[src/rtl/uart_ctrl.sv]
// rtl/uart_ctrl.sv - UART register-port sequencer: divider init, status polling, RX buffer, round-robin TX
module uart_ctrl #(
    parameter logic [15:0] CLK_DIV   = 16'd103,
    parameter logic [31:0] BASE_ADDR = 32'h0000_0000
) (
    input  logic        clk,
    input  logic        reset_n,
    output logic        bus_sel_out,
    output logic        bus_read_out,
    output logic [3:0]  bus_write_mask_out,
    output logic [31:0] bus_address_out,
    output logic [31:0] bus_write_value_out,
    input  logic [31:0] bus_read_value_in,
    input  logic        tx0_valid_in,
    input  logic [7:0]  tx0_data_in,
    output logic        tx0_ready_out,
    input  logic        tx1_valid_in,
    input  logic [7:0]  tx1_data_in,
    output logic        tx1_ready_out,
    output logic        rx_valid_out,
    output logic [7:0]  rx_data_out,
    input  logic        rx_ready_in,
    output logic        init_done_out
);

    localparam logic [1:0] S_INIT     = 2'd0;
    localparam logic [1:0] S_POLL     = 2'd1;
    localparam logic [1:0] S_RX_READ  = 2'd2;
    localparam logic [1:0] S_TX_WRITE = 2'd3;

    logic [1:0] r_state;
    logic       r_grant;
    logic       r_last_grant;
    logic [7:0] r_tx_data;
    logic       r_rx_full;
    logic [7:0] r_rx_data;
    logic       r_init_done;

    logic w_rx_ok;
    logic w_tx_ok;
    logic w_pick;
    logic w_unused;

    assign w_rx_ok  = bus_read_value_in[1] && !r_rx_full;
    assign w_tx_ok  = bus_read_value_in[0] && (tx0_valid_in || tx1_valid_in);
    // On a tie the requester that did not win last time gets the slot.
    assign w_pick   = (tx0_valid_in && tx1_valid_in) ? ~r_last_grant : tx1_valid_in;
    assign w_unused = ^bus_read_value_in[31:8];

    always_ff @(posedge clk or negedge reset_n) begin
        if (!reset_n) begin
            r_state      <= S_INIT;
            r_grant      <= 1'b0;
            r_last_grant <= 1'b1;
            r_tx_data    <= 8'd0;
            r_rx_full    <= 1'b0;
            r_rx_data    <= 8'd0;
            r_init_done  <= 1'b0;
        end else begin
            if (r_rx_full && rx_ready_in)
                r_rx_full <= 1'b0;
            case (r_state)
                S_INIT: begin
                    r_state     <= S_POLL;
                    r_init_done <= 1'b1;
                end
                S_POLL: begin
                    if (w_rx_ok) begin
                        r_state <= S_RX_READ;
                    end else if (w_tx_ok) begin
                        r_state   <= S_TX_WRITE;
                        r_grant   <= w_pick;
                        // Requesters hold data until ready, so capturing here equals the write-cycle value.
                        r_tx_data <= w_pick ? tx1_data_in : tx0_data_in;
                    end
                end
                S_RX_READ: begin
                    r_rx_data <= bus_read_value_in[7:0];
                    r_rx_full <= 1'b1;
                    r_state   <= S_POLL;
                end
                default: begin
                    r_last_grant <= r_grant;
                    r_state      <= S_POLL;
                end
            endcase
        end
    end

    // Bus outputs decode from the state; gating with reset_n keeps them 0 while reset is held.
    always_comb begin
        bus_sel_out         = 1'b0;
        bus_read_out        = 1'b0;
        bus_write_mask_out  = 4'b0000;
        bus_address_out     = 32'd0;
        bus_write_value_out = 32'd0;
        tx0_ready_out       = 1'b0;
        tx1_ready_out       = 1'b0;
        if (reset_n) begin
            case (r_state)
                S_INIT: begin
                    bus_sel_out         = 1'b1;
                    bus_address_out     = BASE_ADDR;
                    bus_write_mask_out  = 4'b0011;
                    bus_write_value_out = {16'd0, CLK_DIV};
                end
                S_POLL: begin
                    bus_sel_out     = 1'b1;
                    bus_address_out = BASE_ADDR + 32'd4;
                end
                S_RX_READ: begin
                    bus_sel_out     = 1'b1;
                    bus_read_out    = 1'b1;
                    bus_address_out = BASE_ADDR + 32'd8;
                end
                default: begin
                    bus_sel_out         = 1'b1;
                    bus_write_mask_out  = 4'b0001;
                    bus_address_out     = BASE_ADDR + 32'd8;
                    bus_write_value_out = {24'd0, r_tx_data};
                    tx0_ready_out       = !r_grant;
                    tx1_ready_out       = r_grant;
                end
            endcase
        end
    end

    assign rx_valid_out  = r_rx_full;
    assign rx_data_out   = r_rx_data;
    assign init_done_out = r_init_done;

endmodule
[config.mk]
export PLATFORM = sky130hd
export DESIGN_NAME = uart_ctrl
export DESIGN_NICKNAME = d
export VERILOG_FILES = /design/src/rtl/uart_ctrl.sv
export SDC_FILE = /design/constraint.sdc
export NUM_CORES = 1
export LEC_CHECK = 0
export CAP_MARGIN = 5
export CELL_PAD_IN_SITES_DETAIL_PLACEMENT = 1
export CELL_PAD_IN_SITES_GLOBAL_PLACEMENT = 1
export CORE_MARGIN = 2
export CORE_UTILIZATION = 23
export CTS_BUF_LIST = sky130_fd_sc_hd__clkbuf_4
export CTS_CLUSTER_SIZE = 20
export DETAILED_ROUTE_END_ITERATION = 10
export PLACE_DENSITY = 0.88
export SETUP_SLACK_MARGIN = 0.3
export SLEW_MARGIN = 5
export SYNTH_ARGS = -nofsm -noshare
export SYNTH_HDL_FRONTEND = slang
export SYNTH_SLANG_ARGS = --single-unit
[constraint.sdc]
create_clock -name clk -period 2 [get_ports clk]
set_clock_uncertainty 0.05 [all_clocks]
set_input_delay 0.2 -clock clk [delete_from_list [all_inputs] [get_ports clk]]
set_output_delay 0.2 -clock clk [all_outputs]
set_load 0.01 [all_outputs]
# After elaboration in Yosys (flattened, before gate mapping)
# Cells that the tools add are included.
# word_totals
latchBits	0
romBits	0
reg_bits	22
ram_bits	0
elab_cells	44
n_memories	0
# op_classes
add_sub_neg	0
n_reduce_logical	12
n_eq_ne	3
div	0
order_cmp	0
muxes	20
n_mul	0
bitwise	2
n_shift	0
# ops
cell	count
2-to-1 mux 8 bit	2
case mux 8 bit (2 select lines)	1
2-to-1 mux 1 bit	10
2-to-1 mux 2 bit	4
case mux 4 bit (2 select lines)	1
logical AND 1 bit	4
2-to-1 mux 4 bit	1
case mux 2 bit (2 select lines)	1
!= test 3 bit, second input constant	1
AND reduction 3 bit	1
OR reduction 3 bit	1
equality test 2 x 1 -> 1 bit, second input constant	1
equality test 2 bit, second input constant	1
zero test 1 bit	2
zero test 2 bit	1
NOT 1 bit	2
nonzero test 2 bit	1
OR reduction 2 bit	1
logical OR 1 bit	1

# Longest topological paths before layout
# Gate-level depths: netlist of run 1.
# depth
ltp_word	5
depth_mapped	5
mapped_depth_nobuf	4

# Least setup slack after synthesis of run 1
# Ideal clock, no wire load.
# synth_path
path_type	register to register
startpoint	reg r_state[1]
endpoint	reg r_grant
t_required_ns	1.825
period_less_slack_ns	1.461
path_stages_with_launch	6
n_path_buf	1
t_arrival_ns	1.286
setup_slack_ns	0.539
cell_sequence	dfrtp_1 > inv_1 > ha_1 > and3_4 > buf_6 > mux2_4
# synth_via
elab_chain_len	2
# synth_rtl
element	line_no	source
from (decl)	31	logic [1:0] r_state;
from (signal assigned)	52	r_state <= S_INIT;
from (signal assigned)	64	r_state <= S_POLL;
from (signal assigned)	69	r_state <= S_RX_READ;
equality test 2 x 1 -> 1 bit	62	case (r_state)
AND reduction 3 bit (no line)	n/a	
to (signal assigned)	72	r_grant <= w_pick;
to (decl)	32	logic r_grant;
# No other way between the ends.
# A chain may end at the register's enable or synchronous reset.

# Final worst setup path of run 1
# layout_path
startpoint	reg r_state[1]
endpoint	out bus_write_value_out[0]
# layout_via
elab_chain_len	4
word_cells_on_any_way	6
cone_classes	2 x eq/ne; 2 x mux; 2 x reduce/logical
# layout_rtl
element	line_no	source
equality test 2 x 1 -> 1 bit or equality test 2 bit (tied branches)	100	case (r_state)
OR reduction 2 bit (no line)	n/a	
case mux 8 bit (2 select lines) (*)	100	
2-to-1 mux 8 bit (*)	99	if (reset_n) begin
to (decl)	12	output logic [31:0] bus_write_value_out,
# Mark *: on every way between the ends. The rest lies on a longest branch, timed or not.

==> impl_metrics.csv, run 1 <==
group,metric,value,unit
status,status,"completed",
power_and_ir_drop,irDropWorstVdd,508.6,uV
die,rows,30,
logic_synthesis,yosysSeqAreaShare,0.3432,
clock_network,clk_latency,320,ps
drt,dr.pass1.iters,3,
grt,groute.usage.overall,0.09112,
clock_network,cts.path.max_buffers,2,
clock_network,clk_pin_slew,150,ps
die,die_h,87.61,microns
logic_synthesis,syn_inst,149,
logic_synthesis,synth-edff-count,0,
final_layout,final_cells,307,
critical_path,crit_slowest_cell,"dfrtp_1",
placement,place_inst,298,
clock_network,root_buffer,"clkbuf_4",
critical_path,critPathKind,"flip-flop to primary output",
critical_path,path_max_fanout,6,
logic_synthesis,yosysWarnings,0,
die,num_io_pins,135,
grt,grt_pass1_vias,1056,
logic_synthesis,synth_area_leaders,"dfrtp_1 (33%), buf_4 (27%), mux2_2 (12%), mux2_4 (8.4%), ha_1 (3.1%)",
clock_network,cts_made_buffers,3,
critical_path,r2r_slack,290,ps
logic_synthesis,synth_xor_area_frac,0,
logic_synthesis,ys_ff_latch,22,
die,core_area,6794,sq um
logic_synthesis,synth_top_area_cell,"dfrtp_1",
grt,grt_first_pass_wirelength,5.382,mm
timing,setup_viol,0,
min_path,hp-class,"input pin to async pin",
clock_network,cts_tree,"done",
drt,avgRoutedWirePerCell,12.15,microns
logic_synthesis,yosysMostFrequentCell,"buf_4",
timing,fin_crit_sh,0.8598,
clock_network,cts_max_level,1,
logic_synthesis,yosys_most_used_dff,"dfrtp_1",
logic_synthesis,yosysUniqueCellTypes,26,
critical_path,cp_num_cells,6,
drt,drc,0,
logic_synthesis,netlist.area_leader.share,0.3268,
timing,post-route-min-period,1720,ps
critical_path,cp-start-kind,"flip-flop",
drt,num_vias,1098,
final_layout,drive_above_1_share,0.3507,
critical_path,critPathTopFamily,"flip-flops",
clock_network,clkSinkCount,22,
final_layout,diodes,0,
drt,ant_nets,0,
critical_path,path_cells,"ha_4 > buf_6 > buf_6 > nand2_2 > a21boi_1 > buf_2",
drt,routed_via_density,3.577,
timing,rsz0062_at_grt,"yes",
logic_synthesis,synthMuxAreaShare,0.2031,
placement,dp_hpwl,2.922,mm
logic_synthesis,synth_commonest_cells,"buf_4 (57), dfrtp_1 (21), mux2_2 (17), mux2_4 (9), nand2_1 (8)",
die,die_w,87.61,microns
flow_run,cap_violations,0,
logic_synthesis,syn_avg_cell_area,10.79,sq um
timing,maxSlewViolCount,0,
critical_path,path_buf_inv,3,
logic_synthesis,synthArstFlopShare,1.000,
power_and_ir_drop,p_leak,1.049,nW
logic_synthesis,syn_area,1608,sq um
die,dieArea,7676,sq um
logic_synthesis,synth-simple-area-share,0.08016,
grt,grt_max_degree,29,
critical_path,crit_path_max_incr_delay,450,ps
grt,grt_overflow,0,
critical_path,r2r_cells,6,
power_and_ir_drop,pwr_density_cell,1169,nW/um^2
logic_synthesis,synthAdderAreaFrac,0.03113,
die,initial_core_util,0.2366,
grt,antenna_found_initial,0,
drt,drt_iter0_drc,36,
logic_synthesis,synth_top_family_by_area,"buffers and inverters",
placement,gp_congestion,0.6789,
logic_synthesis,synth-compound-area-share,0.05214,
critical_path,cp.arrival,1470,ps
drt,wl,3.731,mm
timing,fin_tns_setup,0,ps
critical_path,crit_path_frequent_cell,"buf_6",
critical_path,worstPathRequired,1750,ps
placement,portBuffers,54,
timing,max_freq,581.6,MHz
timing,hold_viol,0,
critical_path,end_kind,"primary output",
final_layout,fin_nets,269,
final_layout,area_growth,36.26,%
==> power by group <==
part / switching, mW / internal [mW] / total (mW)
Clock: 0.154 / 0.203 / 0.357
Sequential: 0.151 / 0.667 / 0.817
Combinational: 0.569 / 0.819 / 1.39
Total: 0.874 / 1.69 / 2.56
==> stage by stage <==
| step | power [mW] | setup WS, ps | hold WS (ps) | util | area [sq um] |
|---|---|---|---|---|---|
| 2_1_floorplan | 1.545 | 538.6 | -145.6 | - | 1814 |
| 3_3_place_gp | 2.010 | 92.09 | 401.9 | 0.3052 | 2073 |
| 3_5_place_dp | 2.070 | 44.80 | 412.5 | 0.3052 | 2073 |
| 4_1_cts | 2.496 | 168.0 | 135.8 | 0.3145 | 2137 |
| 5_1_grt | 2.746 | 181.0 | 130.4 | 0.3225 | 2191 |
| 6_report | 2.562 | 280.5 | 142.8 | 0.3225 | 2191 |
==> cells by family (layout without fill, tap and decap cells) <==
kind of cell    count (synthesis)  count (layout)
compound gates                 10              10
mux                            26              26
other cells                     1              56
flops                          22              22
fa+ha+maj                       4               4
simple gates                   22              22
buf+inv                        64              71
==> layout by cell type, fill, tap and decap left out, drive strengths merged <==
cell type / n
nor3b: 1
a21o: 1
bufinv: 1
ha: 4
clkdlybuf4s50: 38
nand2b: 2
inv: 3
o21a: 2
clkbuf: 7
and3: 5
dfrtp: 21
dfstp: 1
a21boi: 6
o21ai: 1
nand2: 8
or2: 1
and2: 3
nor2: 1
buf: 21
mux2: 26
nor2b: 1
dlymetal6s2s: 1
conb: 56
==> cell type report <==
class | instances | area, sq um
multi-input cells | 118 | 877.1
clock buffers | 3 | 22.52
flip-flops and latches | 22 | 553.0
repair buffers | 64 | 576.8
well taps | 96 | 120.1
inverters | 3 | 11.26
fillers | 783 | 4603
clock inverters | 1 | 30.03
==> worst reg2reg max path: stages (launching register included) <==
cell and delay (ps):
dfrtp_1 460, inv_2 110, buf_6 110, ha_4 140, buf_4 110, and3_4 300, mux2_4 330
==> path summary, 6_finish.rpt <==
kind                                    start                      to
worst min-delay path                  reset_n            r_tx_data[7]
max in group asynchronous             reset_n            r_last_grant
worst max register to register     r_state[1]            r_tx_data[4]
min in group clk                  rx_ready_in            rx_valid_out
worst min register to register  init_done_out           init_done_out
worst max-delay path               r_state[1]  bus_write_value_out[0]
==> routing by layer <==
metal / part of all wire / GRT usage
met1: 0.38 / 0.1033
met2: 0.51 / 0.1653
met3: 0.11 / 0.03864
met4: 0.0029 / 0.008392
met5: 0 / 0
==> state kept, by name, indices dropped and copies added (netlist names) <==
signal / count
r_grant: 1
rx_data_out: 8
r_last_grant: 1
r_tx_data: 8
init_done_out: 1
rx_valid_out: 1
r_state: 2
==> what timing repair did <==
action	4_1_cts	5_1_grt
hold buffers	0	0
setup endpoints to repair	15	16
gates resized for setup	69	18
gates cloned	0	0
pin swaps	2	6
setup buffers	3	2
No activity file was read; power rests on OpenSTA's default activity.
==> inputs of run 2 (changes only) <==
- CORE_UTILIZATION: 23 -> 22
- CTS_BUF_LIST: sky130_fd_sc_hd__clkbuf_4 -> default
- PLACE_DENSITY: 0.88 -> 0.85
==> impl_metrics.csv, run 2 (synthesized netlist as in run 1, its figures left out) <==
group,metric,value,unit
drt,wl,3.645,mm
placement,gp_congestion,0.6736,
clock_network,clk_latency,260,ps
clock_network,clk_pin_slew,80,ps
clock_network,root_buffer,"clkbuf_8",
final_layout,drive_above_1_share,0.3077,
timing,fin_crit_sh,0.8258,
timing,rsz0062_at_grt,"yes",
drt,dr.pass1.iters,4,
timing,setup_ws,348.3,ps
die,initial_core_util,0.2241,
placement,dp_hpwl,2.807,mm
drt,routed_via_density,3.459,
die,num_io_pins,135,
final_layout,final_cell_mix,"conb_1 (56), clkdlybuf4s50_1 (38), dfrtp_1 (19), mux2_2 (17)",
grt,grt_first_pass_wirelength,5.306,mm
drt,drt_iter0_drc,46,
timing,post-route-min-period,1652,ps
timing,fin_tns_setup,0,ps
drt,num_vias,1062,
final_layout,diodes,0,
die,core_area,7176,sq um
clock_network,clkSinkCount,22,
grt,groute.usage.overall,0.08930,
final_layout,fin_util,0.3034,
final_layout,n_fill_cell,814,
drt,ant_nets,0,
status,status,"completed",
critical_path,path_max_fanout,5,
critical_path,critPathKind,"flip-flop to primary output",
die,dieArea,8008,sq um
final_layout,area_growth,35.41,%
critical_path,worstPathRequired,1750,ps
critical_path,cp.arrival,1400,ps
drt,avgRoutedWirePerCell,11.87,microns
grt,antenna_found_initial,0,
timing,setup_viol,0,
die,die_h,89.49,microns
grt,grt_pass1_vias,1080,
power_and_ir_drop,irDropWorstVdd,396.7,uV
grt,grt_max_degree,16,
clock_network,holdBufCountCts,0,
timing,maxSlewViolCount,0,
clock_network,cts_max_level,1,
placement,portBuffers,54,
drt,drc,0,
final_layout,layout_commonest_cell,"conb_1",
critical_path,end_kind,"primary output",
die,rows,31,
power_and_ir_drop,p_leak,1.037,nW
flow_run,cap_violations,0,
placement,post-place-ws,67.21,ps
final_layout,fin_nets,266,
clock_network,cts_tree,"done",
clock_network,cts.path.max_buffers,2,
power_and_ir_drop,pwr_density_cell,1147,nW/um^2
critical_path,cp-start-kind,"flip-flop",
die,die_w,89.49,microns
grt,grt_overflow,0,
timing,hold_viol,0,
clock_network,cts_made_buffers,3,
min_path,hp-class,"input pin to async pin",
timing,max_freq,605.4,MHz
## run 2: changes by cell type in the layout (fill, tap and decap cells not counted), moves of 2 or more
cell,before,now
clkbuf_8,0,3
clkbuf_4,3,0
a21boi_2,2,0
and3_4,3,1
dlygate4sd2_1,0,2
and3_1,2,4
nand2_1,6,8
a21boi_0,0,3
buf_6,5,0
## run 2: layer usage
metal / track usage / up-vias / wire, microns
met2: 0.1737 / 73 / 1833
met1: 0.08698 / 499 / 1354
met4: 0.01628 / 0 / 19
li1: - / 488 / -
met3: 0.03970 / 2 / 438
met5: 0 / - / 0
## run 2: what timing repair did
action / 4_1_cts / 5_1_grt
pin swaps: 0 / 1
resized for setup: 54 / 12
gates cloned: 1 / 0
endpoints found under the setup margin: 16 / 10
buffers inserted: 1 / 0
endpoints found under the hold margin: 0 / 0
## run 2: final cells by class
type / count / area (sq um) / area share
tap: 99 / 123.9 / 0.05690
inverter: 3 / 11.26 / 0.005172
clock buffer: 3 / 41.29 / 0.01897
timing repair buffer: 61 / 569.3 / 0.2615
multi-input combinational: 118 / 847.1 / 0.3891
sequential: 22 / 554.3 / 0.2546
clock inverter: 1 / 30.03 / 0.01379
## run 2: through the flow
step | hold slack [ps] | std cells | power (mW) | cell area, sq um
6_report | 196.3 | 307 | 2.497 | 2177
2_1_floorplan | -145.6 | 204 | 1.545 | 1814
3_3_place_gp | 405.7 | 301 | 2.008 | 2077
3_5_place_dp | 409.0 | 301 | 2.056 | 2077
5_1_grt | 189.6 | 307 | 2.685 | 2177
4_1_cts | 184.4 | 307 | 2.500 | 2166
## run 2: final timing paths
check,from,to,slack [ps],cells after the start
worst max-delay path,r_state[1],bus_write_value_out[6],350,5
worst min-delay path,reset_n,r_tx_data[0],200,2
worst max register to register,r_state[1],r_tx_data[7],470,4
worst min register to register,init_done_out,init_done_out,430,1
max in group asynchronous,reset_n,r_state[1],1370,3
min in group clk,init_done_out,init_done_out,430,1
## run 2: power by group
part	internal, mW	switching [mW]
Clock	0.267	0.152
Sequential	0.670	0.143
Combinational	0.742	0.523
Total	1.68	0.818
## run 2: critical path, cell delays in order, from the launching register on
cell and delay (ps):
dfrtp_2 450, inv_2 110, ha_4 170, nand2b_4 70, a21boi_0 170, clkbuf_2 160
